===== src/rtl/aircon_ctrl.sv =====
// Thermostat FSM (IDLE/HEAT/COOL) with run-time thresholds, mode gating and config check; optional dwell lockout via AIRCON_MIN_DWELL_EN.
// Latency: one edge from sampled inputs to registered outputs; no backpressure, a new sample is taken every cycle.
module aircon_ctrl #(
    parameter int TEMP_W    = 5,
    parameter int CNT_W     = 8,
    parameter int MIN_DWELL = 4
) (
    input  logic              clk,
    input  logic              rst_n,
    input  logic [TEMP_W-1:0] temp,
    input  logic [TEMP_W-1:0] heat_on,
    input  logic [TEMP_W-1:0] heat_off,
    input  logic [TEMP_W-1:0] cool_off,
    input  logic [TEMP_W-1:0] cool_on,
    input  logic [1:0]        mode,
    output logic              heating,
    output logic              cooling,
    output logic [1:0]        state,
    output logic              cfg_err
);

    typedef enum logic [1:0] {
        ST_IDLE = 2'b00,
        ST_HEAT = 2'b01,
        ST_COOL = 2'b10
    } state_t;

    if (MIN_DWELL < 1 || MIN_DWELL > (2**CNT_W) - 1) begin : g_bad_dwell
        $error("aircon_ctrl: MIN_DWELL out of range for CNT_W");
    end

    state_t r_state;
    state_t w_next;
    logic   r_heating;
    logic   r_cooling;
    logic   r_cfg_err;
    logic   w_cfg_ok;
    logic   w_heat_en;
    logic   w_cool_en;
    logic   w_dwell_ok;

    assign w_cfg_ok  = (heat_on < heat_off) && (heat_off <= cool_off) && (cool_off < cool_on);
    assign w_heat_en = mode[0];
    assign w_cool_en = mode[1];

`ifdef AIRCON_MIN_DWELL_EN
    localparam logic [CNT_W-1:0] DWELL_SAT  = CNT_W'(MIN_DWELL);
    localparam logic [CNT_W-1:0] DWELL_LAST = CNT_W'(MIN_DWELL - 1);

    // r_dwell counts completed cycles before the current one, so the
    // current cycle finishes the dwell once r_dwell reaches MIN_DWELL-1.
    logic [CNT_W-1:0] r_dwell;

    assign w_dwell_ok = (r_dwell >= DWELL_LAST);

    always_ff @(posedge clk or negedge rst_n) begin
        if (!rst_n) begin
            r_dwell <= DWELL_SAT;
        end else if (w_next != r_state) begin
            r_dwell <= '0;
        end else if (r_dwell < DWELL_SAT) begin
            r_dwell <= r_dwell + 1'b1;
        end
    end
`else
    assign w_dwell_ok = 1'b1;
`endif

    always_comb begin
        w_next = r_state;
        if (!w_cfg_ok) begin
            w_next = ST_IDLE;
        end else begin
            case (r_state)
                ST_IDLE: begin
                    if (w_dwell_ok) begin
                        if (w_heat_en && (temp <= heat_on)) begin
                            w_next = ST_HEAT;
                        end else if (w_cool_en && (temp >= cool_on)) begin
                            w_next = ST_COOL;
                        end
                    end
                end
                ST_HEAT: begin
                    if (!w_heat_en) begin
                        w_next = ST_IDLE;
                    end else if (w_dwell_ok && (temp >= heat_off)) begin
                        w_next = ST_IDLE;
                    end
                end
                ST_COOL: begin
                    if (!w_cool_en) begin
                        w_next = ST_IDLE;
                    end else if (w_dwell_ok && (temp <= cool_off)) begin
                        w_next = ST_IDLE;
                    end
                end
                default: w_next = ST_IDLE;
            endcase
        end
    end

    // Outputs are registered from the next state so they track r_state exactly.
    always_ff @(posedge clk or negedge rst_n) begin
        if (!rst_n) begin
            r_state   <= ST_IDLE;
            r_heating <= 1'b0;
            r_cooling <= 1'b0;
            r_cfg_err <= 1'b0;
        end else begin
            r_state   <= w_next;
            r_heating <= (w_next == ST_HEAT);
            r_cooling <= (w_next == ST_COOL);
            r_cfg_err <= !w_cfg_ok;
        end
    end

    assign state   = r_state;
    assign heating = r_heating;
    assign cooling = r_cooling;
    assign cfg_err = r_cfg_err;

endmodule

===== config.mk =====
export PLATFORM = sky130hd
export DESIGN_NAME = aircon_ctrl
export DESIGN_NICKNAME = d
export VERILOG_FILES = /design/src/rtl/aircon_ctrl.sv
export SDC_FILE = /design/constraint.sdc
export NUM_CORES = 1
export LEC_CHECK = 0
export ABC_AREA = 1
export ABC_CLOCK_PERIOD_IN_PS = 2500
export CORE_ASPECT_RATIO = 1.5
export CORE_MARGIN = 2
export CORE_UTILIZATION = 35
export CTS_CLUSTER_SIZE = 20
export DETAILED_ROUTE_END_ITERATION = 8
export GPL_TIMING_DRIVEN = 0
export PLACE_DENSITY = 0.7
export SLEW_MARGIN = 10
export SYNTH_ARGS = -nofsm -noshare
export SYNTH_HDL_FRONTEND = slang
export SYNTH_SLANG_ARGS = --single-unit

===== constraint.sdc =====
create_clock -name clk -period 2.5 [get_ports clk]
set_input_delay 0.25 -clock clk [delete_from_list [all_inputs] [get_ports clk]]
set_output_delay 0.25 -clock clk [all_outputs]
set_load 0.02 [all_outputs]

== Yosys cells after proc, flatten, opt, wreduce, memory -nomap -nowiden ==
Cells that the tools add are included.

* Logic and storage cells: 29
* Output and inout bits: 5
* Register bits: 5

* Muxes and demuxes: 8
* Reduce and logical (&&, ||, !) cells: 6
* Equal/unequal tests: 4
* Magnitude comparators: 7

{| class="wikitable"
|+ Operator list
! cell !! number
|-
| 5-bit <= comparator || 3
|-
| 2-bit two-way mux || 7
|-
| 5-bit >= comparator || 2
|-
| 5-bit less-than comparator || 2
|-
| 2-bit case mux with 3 select lines || 1
|-
| 2-bit by 1-bit == test with 1-bit output (second input constant) || 2
|-
| 2-bit == test (second input constant) || 2
|-
| 1-bit logical AND || 4
|-
| 2-bit zero test || 1
|-
| 1-bit zero test || 1
|}

== Longest topological paths before layout ==
Gate-level depths: netlist (run 1).

* Depth after elaboration: 7
* Gate-level depth with buffers: 10

== Worst setup path before layout (run 1) ==
OpenSTA, ideal clock, no wires.

* Path kind: in2reg
* Start point: input port temp[0]
* End point: register r_cooling (netlist: cooling)
* Data required time: 2.373 ns
* Setup time: 0.127 ns
* Setup slack: 1.289 ns
* Data arrival time: 1.084 ns
* Stages: 8
* Cell sequence: inv_1 -> ha_1 -> o21ai_0 -> nor2_1 -> nor2_1 -> nor2_4 -> nand2_2 -> a21oi_1

* Longest elaborated chain between the ends: 7
* Elaborated cells between the ends (all ways): 15
* Those cells by class: order compare: 4; eq/ne: 1; mux: 8; reduce/logical: 2

{| class="wikitable"
|+ Ends and longest elaborated chain
! what !! RTL line !! text
|-
| from (decl) || 10 || <nowiki>input logic [TEMP_W-1:0] temp,</nowiki>
|-
| 5-bit >= comparator || 79 || <nowiki>end else if (w_cool_en && (temp >= cool_on)) begin</nowiki>
|-
| 1-bit logical AND || 79 ||
|-
| 2-bit two-way mux || 79 ||
|-
| 2-bit two-way mux || 77 || <nowiki>if (w_heat_en && (temp <= heat_on)) begin</nowiki>
|-
| 2-bit case mux with 3 select lines * || 74 || <nowiki>case (r_state)</nowiki>
|-
| 2-bit two-way mux * || 71 || <nowiki>if (!w_cfg_ok) begin</nowiki>
|-
| 2-bit == test * || 113 || <nowiki>r_cooling <= (w_next == ST_COOL);</nowiki>
|-
| to (signal assigned) || 113 ||
|-
| to (decl) || 35 || <nowiki>logic r_cooling;</nowiki>
|}

Every way passes the cells marked *; elsewhere a longest branch is shown, timed or not.

== Worst setup path in the final report (run 1) ==
* Start point: input port heat_off[4]
* End point: register r_state[1] (netlist: state[1])

* Longest elaborated chain between the ends: 5
* Elaborated cells between the ends (all ways): 9
* Those cells by class: order compare: 3; mux: 4; reduce/logical: 2

{| class="wikitable"
|+ Ends and longest elaborated chain
! what !! RTL line !! text
|-
| from (decl) || 12 || <nowiki>input logic [TEMP_W-1:0] heat_off,</nowiki>
|-
| 5-bit >= comparator || 87 || <nowiki>end else if (w_dwell_ok && (temp >= heat_off)) begin</nowiki>
|-
| 2-bit two-way mux || 87 ||
|-
| 2-bit two-way mux || 85 || <nowiki>if (!w_heat_en) begin</nowiki>
|-
| 2-bit case mux with 3 select lines || 74 ||
|-
| 2-bit two-way mux * || 71 ||
|-
| net w_next[1] || 33 || <nowiki>state_t w_next;</nowiki>
|-
| to (signal assigned) || 111 || <nowiki>r_state <= w_next;</nowiki>
|-
| to (decl) || 32 || <nowiki>state_t r_state;</nowiki>
|}

Mark *: on every way through the listed nets, which the timed path passes. The rest lies on a longest branch.

==> reports/summary.txt, run 1 <==
critical-path maximum fanout: 3
max-slew violations: 0
CTS sink cnt: 5
synth warn: 0
Multi-input gate area: 820.8 um^2
routed length on met3: 67 um
Mapped Area: 1089 um^2
Register Area: 125.1 um^2
post-route clock period utilization: 66.00%
io pins: 34
Filler cells: 326
CP endpoint kind: flip-flop
total CTS buffers: 3
post-route DRC violation count: 0
DR top layer: met4
CP cell instances: clkdlybuf4s50_1 > inv_1 > ha_1 > a21oi_1 > nand2_1 > nor2_2 > nand4_1 > a21oi_1
Initial DRC Count: 28
Area growth, synth to finish: 38.97%
total track usage: 14.69%
setup TNS: 0 ps
design area: 1513 um^2
layout cells sized above 1: 9.045%
pin count of the biggest net entering global routing: 6
# setup viols final: 0
initial antenna violation count: 0
die span in x: 49.54 um
Post-CTS Setup Inserts: 0
Clock Latency Late Sink: 220 ps
CTS Hold Bufs: 0
status: complete, no violations
CP max stage cell: clkdlybuf4s50_1
Die Y: 72.30 um
Power Internal: 0.3050 mW
crit path from: heat_off[4]
routed wire length: 2341 um
CP Class: primary input to flip-flop
pwr dens: 304.9 nW/um^2
slew at the pin closest to its max-slew limit: 287.7 ps
Vias: 1048
drt pass-1 iters: 4
RSZ-0062 raised after global routing: no
syn avg cell area: 6.719 um^2
FF-to-FF path depth: 4
CTS tree: built
# diodes: 0
core region area: 2943 um^2
flop2flop setup slack: 1440 ps
share of total power in combinational logic: 48.2%
Critical Path RT: 2640 ps
Clock Path Buffers: 2
vias in the first global route: 1067
clk_skew: 1.947 ps
Detailed Place HPWL: 2146 um
Post-DP Area: 1468 um^2
Clock Power Share: 32.2%
post-synthesis sequential area ratio: 11.49%
commonest non-fill, non-tap cell in the layout: nand2_1
CTS root buf: clkbuf_8
Psw: 0.1562 mW
Via density: 4.403
startpoint types: primary input
nets: 262
post-synth net total: 224
Worst VDD drop: 0.1935 mV
I/O Buffers: 33
Largest stage delay, worst path: 500 ps
cell row count: 24
H-tree depth: 1
antenna-violating nets left: 0
Final Critical Period: 1650 ps
final hold viol count: 0
gr ovfl total: 0
Finished Layout Cells: 238
RR Endpoint: state[0]
first-pass GRT wire length: 4167 um
Hold Path Class: primary input to async pin
commonest non-fill, non-tap cells in the layout: 39 x nand2_1, 35 x inv_1, 33 x ha_1, 33 x clkdlybuf4s50_1, 12 x a21oi_1
register bit total from synthesis: 5
drt wl/cell: 9.836 um
DIE AREA: 3581 um^2
post_cts resized: 0
reg2reg start: state[1]
length of routed wiring on met1: 970 um
initial core utilization: 36.99%
Slew HR: 80.62%
crit-path most repeated cell: a21oi_1
Fmax: 0.6061 GHz
Mapped Cells: 162
Max-Cap Viols: 0
Netlist cell types: 17
Final Wtd Congestion: 0.7944
Clock Pin Slew Worst Setup and Hold Paths: 40 ps
Seq pwr share: 19.6%
placed insts: 234
Power Total: 0.4612 mW
critical path arrival: 1790 ps
Leak: 0.8405 nW
routed wl met2: 1278 um
sw frac: 33.86%
per-layer routing:
layer	vias up	track usage, %
met4	0	6.790
met3	4	1.029
li1	587	-
met1	438	14.79
met5	-	0
met2	19	29.63
critical path: cells and delay by family:
family / cells / cell delay [ps]
simple gates: 3 / 380
fa+ha+maj: 1 / 280
compound gates: 2 / 310
buf+inv: 2 / 570
final cells by class:
type                    instances  area share, %
multi-input cells             119          54.26
flip-flops and latches          5          8.271
repair buffers                 33          21.84
well taps                      39          3.226
clock buffers                   4          2.978
inverters                      38          9.429
kinds of logic (layout without fill, tap and decap cells):
family,after synthesis,in the layout,share of synthesized area (%)
simple gates,70,70,30.12
buf+inv,38,75,13.10
fa+ha+maj,33,33,37.93
compound gates,16,16,7.357
flops,5,5,11.49
flip-flops by register name, indices dropped and copies added (netlist names):
name and flops:
heating 1, state 2, cfg_err 1, cooling 1
power groups by stage:
stage	Combinational (mW)	Clock, mW	Sequential (mW)
6_report	0.222	0.149	0.0903
3_3_place_gp	0.220	0	0.0912
2_1_floorplan	0.126	0	0.0978
4_1_cts	0.226	0.152	0.0906
3_5_place_dp	0.224	0	0.0916
5_1_grt	0.260	0.155	0.0910
synthesized netlist by cell type, drive strengths merged:
master   n  area (um^2)
a21oi   12        60.06
and2     1        6.260
and3     1        6.260
dfrtp    5        125.1
ha      33        412.9
inv     38        142.6
nand2   45        183.9
nand3    4        25.02
nand4    4        25.02
nor2    13        71.32
nor3     2        10.01
o21ai    4        20.02
metrics by stage:
| stage | hold WS [ps] | worst slack, ps | utilization, % |
|---|---|---|---|
| after floorplan | -45.59 | 1289 | - |
| after global placement | 478.8 | 660.7 | 49.87 |
| after detailed placement | 479.3 | 632.6 | 49.87 |
| after CTS | 247.6 | 853.9 | 51.40 |
| after global routing | 264.6 | 705.0 | 51.40 |
| final | 250.9 | 850.0 | 51.40 |
worst max-delay path by stage:
| stage | endpoint | slack, ps |
|---|---|---|
| global route | state[1] | 700 |
| detailed placement | state[1] | 630 |
| CTS | state[1] | 850 |
| finish | state[1] | 850 |
| floorplan | cooling | 1290 |
| global placement | cooling | 660 |
Note: power is estimated with default switching activity, not from simulation.
==> run 2: changes to the inputs <==
- ABC_CLOCK_PERIOD_IN_PS: 2500 -> 1650
- clock period: 2.5 -> 1.65 ns (I/O delays scaled with it)
==> reports/summary.txt, run 2 (same netlist as run 1, synthesis figures left out) <==
Worst VDD drop: 0.2942 mV
Via density: 4.420
core region area: 2943 um^2
drt pass-1 iters: 4
pin count of the biggest net entering global routing: 6
startpoint types: primary input
CP Depth: 10
nets: 262
Clock Path Buffers: 2
pwr dens: 459.5 nW/um^2
post-layout util: 52.72%
CTS Hold Bufs: 0
CTS sink cnt: 5
drt wl/cell: 9.920 um
Clock Pin Slew Worst Setup and Hold Paths: 40 ps
post-route clock period utilization: 91.70%
CP delay by family, top: buffers and inverters
total CTS buffers: 3
H-tree depth: 1
# setup viols final: 0
flop2flop setup slack: 580 ps
DIE AREA: 3581 um^2
RR Endpoint: state[0]
CP bufs+invs: 1
Area growth, synth to finish: 42.53%
final hold viol count: 0
Post-DP Area: 1468 um^2
slew at the pin closest to its max-slew limit: 329.1 ps
Detailed Place HPWL: 2146 um
CP max stage cell: clkdlybuf4s50_1
initial antenna violation count: 0
CTS tree: built
critical-path maximum fanout: 4
initial core utilization: 36.99%
Multi-input gate area: 854.6 um^2
commonest non-fill, non-tap cells in the layout: 37 x nand2_1, 35 x inv_1, 32 x ha_1
first-pass GRT wire length: 4167 um
Critical Path RT: 1790 ps
commonest non-fill, non-tap cell in the layout: nand2_1
DP Worst Slack: -132.4 ps
vias in the first global route: 1067
routed wire length: 2361 um
I/O Buffers: 33
post-route DRC violation count: 0
Max-Cap Viols: 0
RSZ-0062 raised after global routing: no
Largest stage delay, worst path: 510 ps
Vias: 1052
critical path arrival: 1650 ps
FF-to-FF path depth: 4
io pins: 34
Largest register FFs: 2
# diodes: 0
Initial DRC Count: 25
cell row count: 24
Register Area: 125.1 um^2
Final Worst Setup Slack: 137.0 ps
Slew HR: 77.89%
Final Wtd Congestion: 0.7944
Final Critical Period: 1513 ps
Clock Latency Late Sink: 220 ps
reg2reg start: state[1]
Leak: 0.8634 nW
setup TNS: 0 ps
antenna-violating nets left: 0
crit-path most repeated cell: nand2_2
status: complete, no violations
layout cells sized above 1: 11.56%
die span in x: 49.54 um
Filler cells: 317
gr ovfl total: 0
Die Y: 72.30 um
clk_skew: 1.715 ps
Power Total: 0.7130 mW
CP Class: primary input to flip-flop
design area: 1551 um^2
CP cell instances: clkdlybuf4s50_1 > ha_1 > nand2_2 > nor2_4 > nand2_2 > nand3_2 > nand2_2 > nand2_2 > nand2_2 > a21oi_1
Hold Path Class: primary input to async pin
CP endpoint kind: flip-flop
total track usage: 14.69%
max-slew violations: 0
CTS root buf: clkbuf_8
Fmax: 0.6609 GHz
[run 2: worst max-delay path by stage]
stage,startpoint,endpoint,slack (ps)
after floorplan,temp[0],cooling,520
after detailed placement,heat_off[4],state[1],-130
after global routing,heat_off[2],state[1],3
after CTS,heat_off[4],state[1],90
after global placement,heat_off[4],cooling,-100
final,temp[4],state[1],140
[run 2: where the power goes]
| group | switching [mW] | total [mW] | internal (mW) |
|---|---|---|---|
| registers | 0.00518 | 0.137 | 0.132 |
| logic | 0.180 | 0.351 | 0.171 |
| clock network | 0.0592 | 0.225 | 0.166 |
| total | 0.244 | 0.713 | 0.469 |
[run 2: final cells by class]
| type | instances | area share, % |
|---|---|---|
| Tap cell | 39 | 3.145 |
| Inverter | 38 | 9.194 |
| Timing Repair Buffer | 33 | 21.61 |
| Sequential cell | 5 | 8.065 |
| Clock buffer | 4 | 2.903 |
| Multi-Input combinational cell | 119 | 55.08 |
[run 2: timing repair]
| item | in CTS | in global routing |
|---|---|---|
| endpoints found under the setup margin | 0 | 4 |
| buffers inserted | 0 | 0 |
| resized for setup | 0 | 10 |
[run 2: layer usage]
layer  vias to the layer above  GRT usage, %  part of all wire (%)  routed length [um]
met5                         -             0                     0                   0
met4                         0         6.790                   1.0                  24
met3                         4         1.029                   2.9                  68
met2                        19         29.63                    56                1316
met1                       442         14.79                    40                 952
li1                        587             -                     -                   -
[run 2: metrics by stage]
step,instances,hold WS (ps)
floorplan,162,-130.6
finish,238,164.6
CTS,238,162.6
detailed placement,234,394.3
global route,238,179.6
global placement,234,393.8
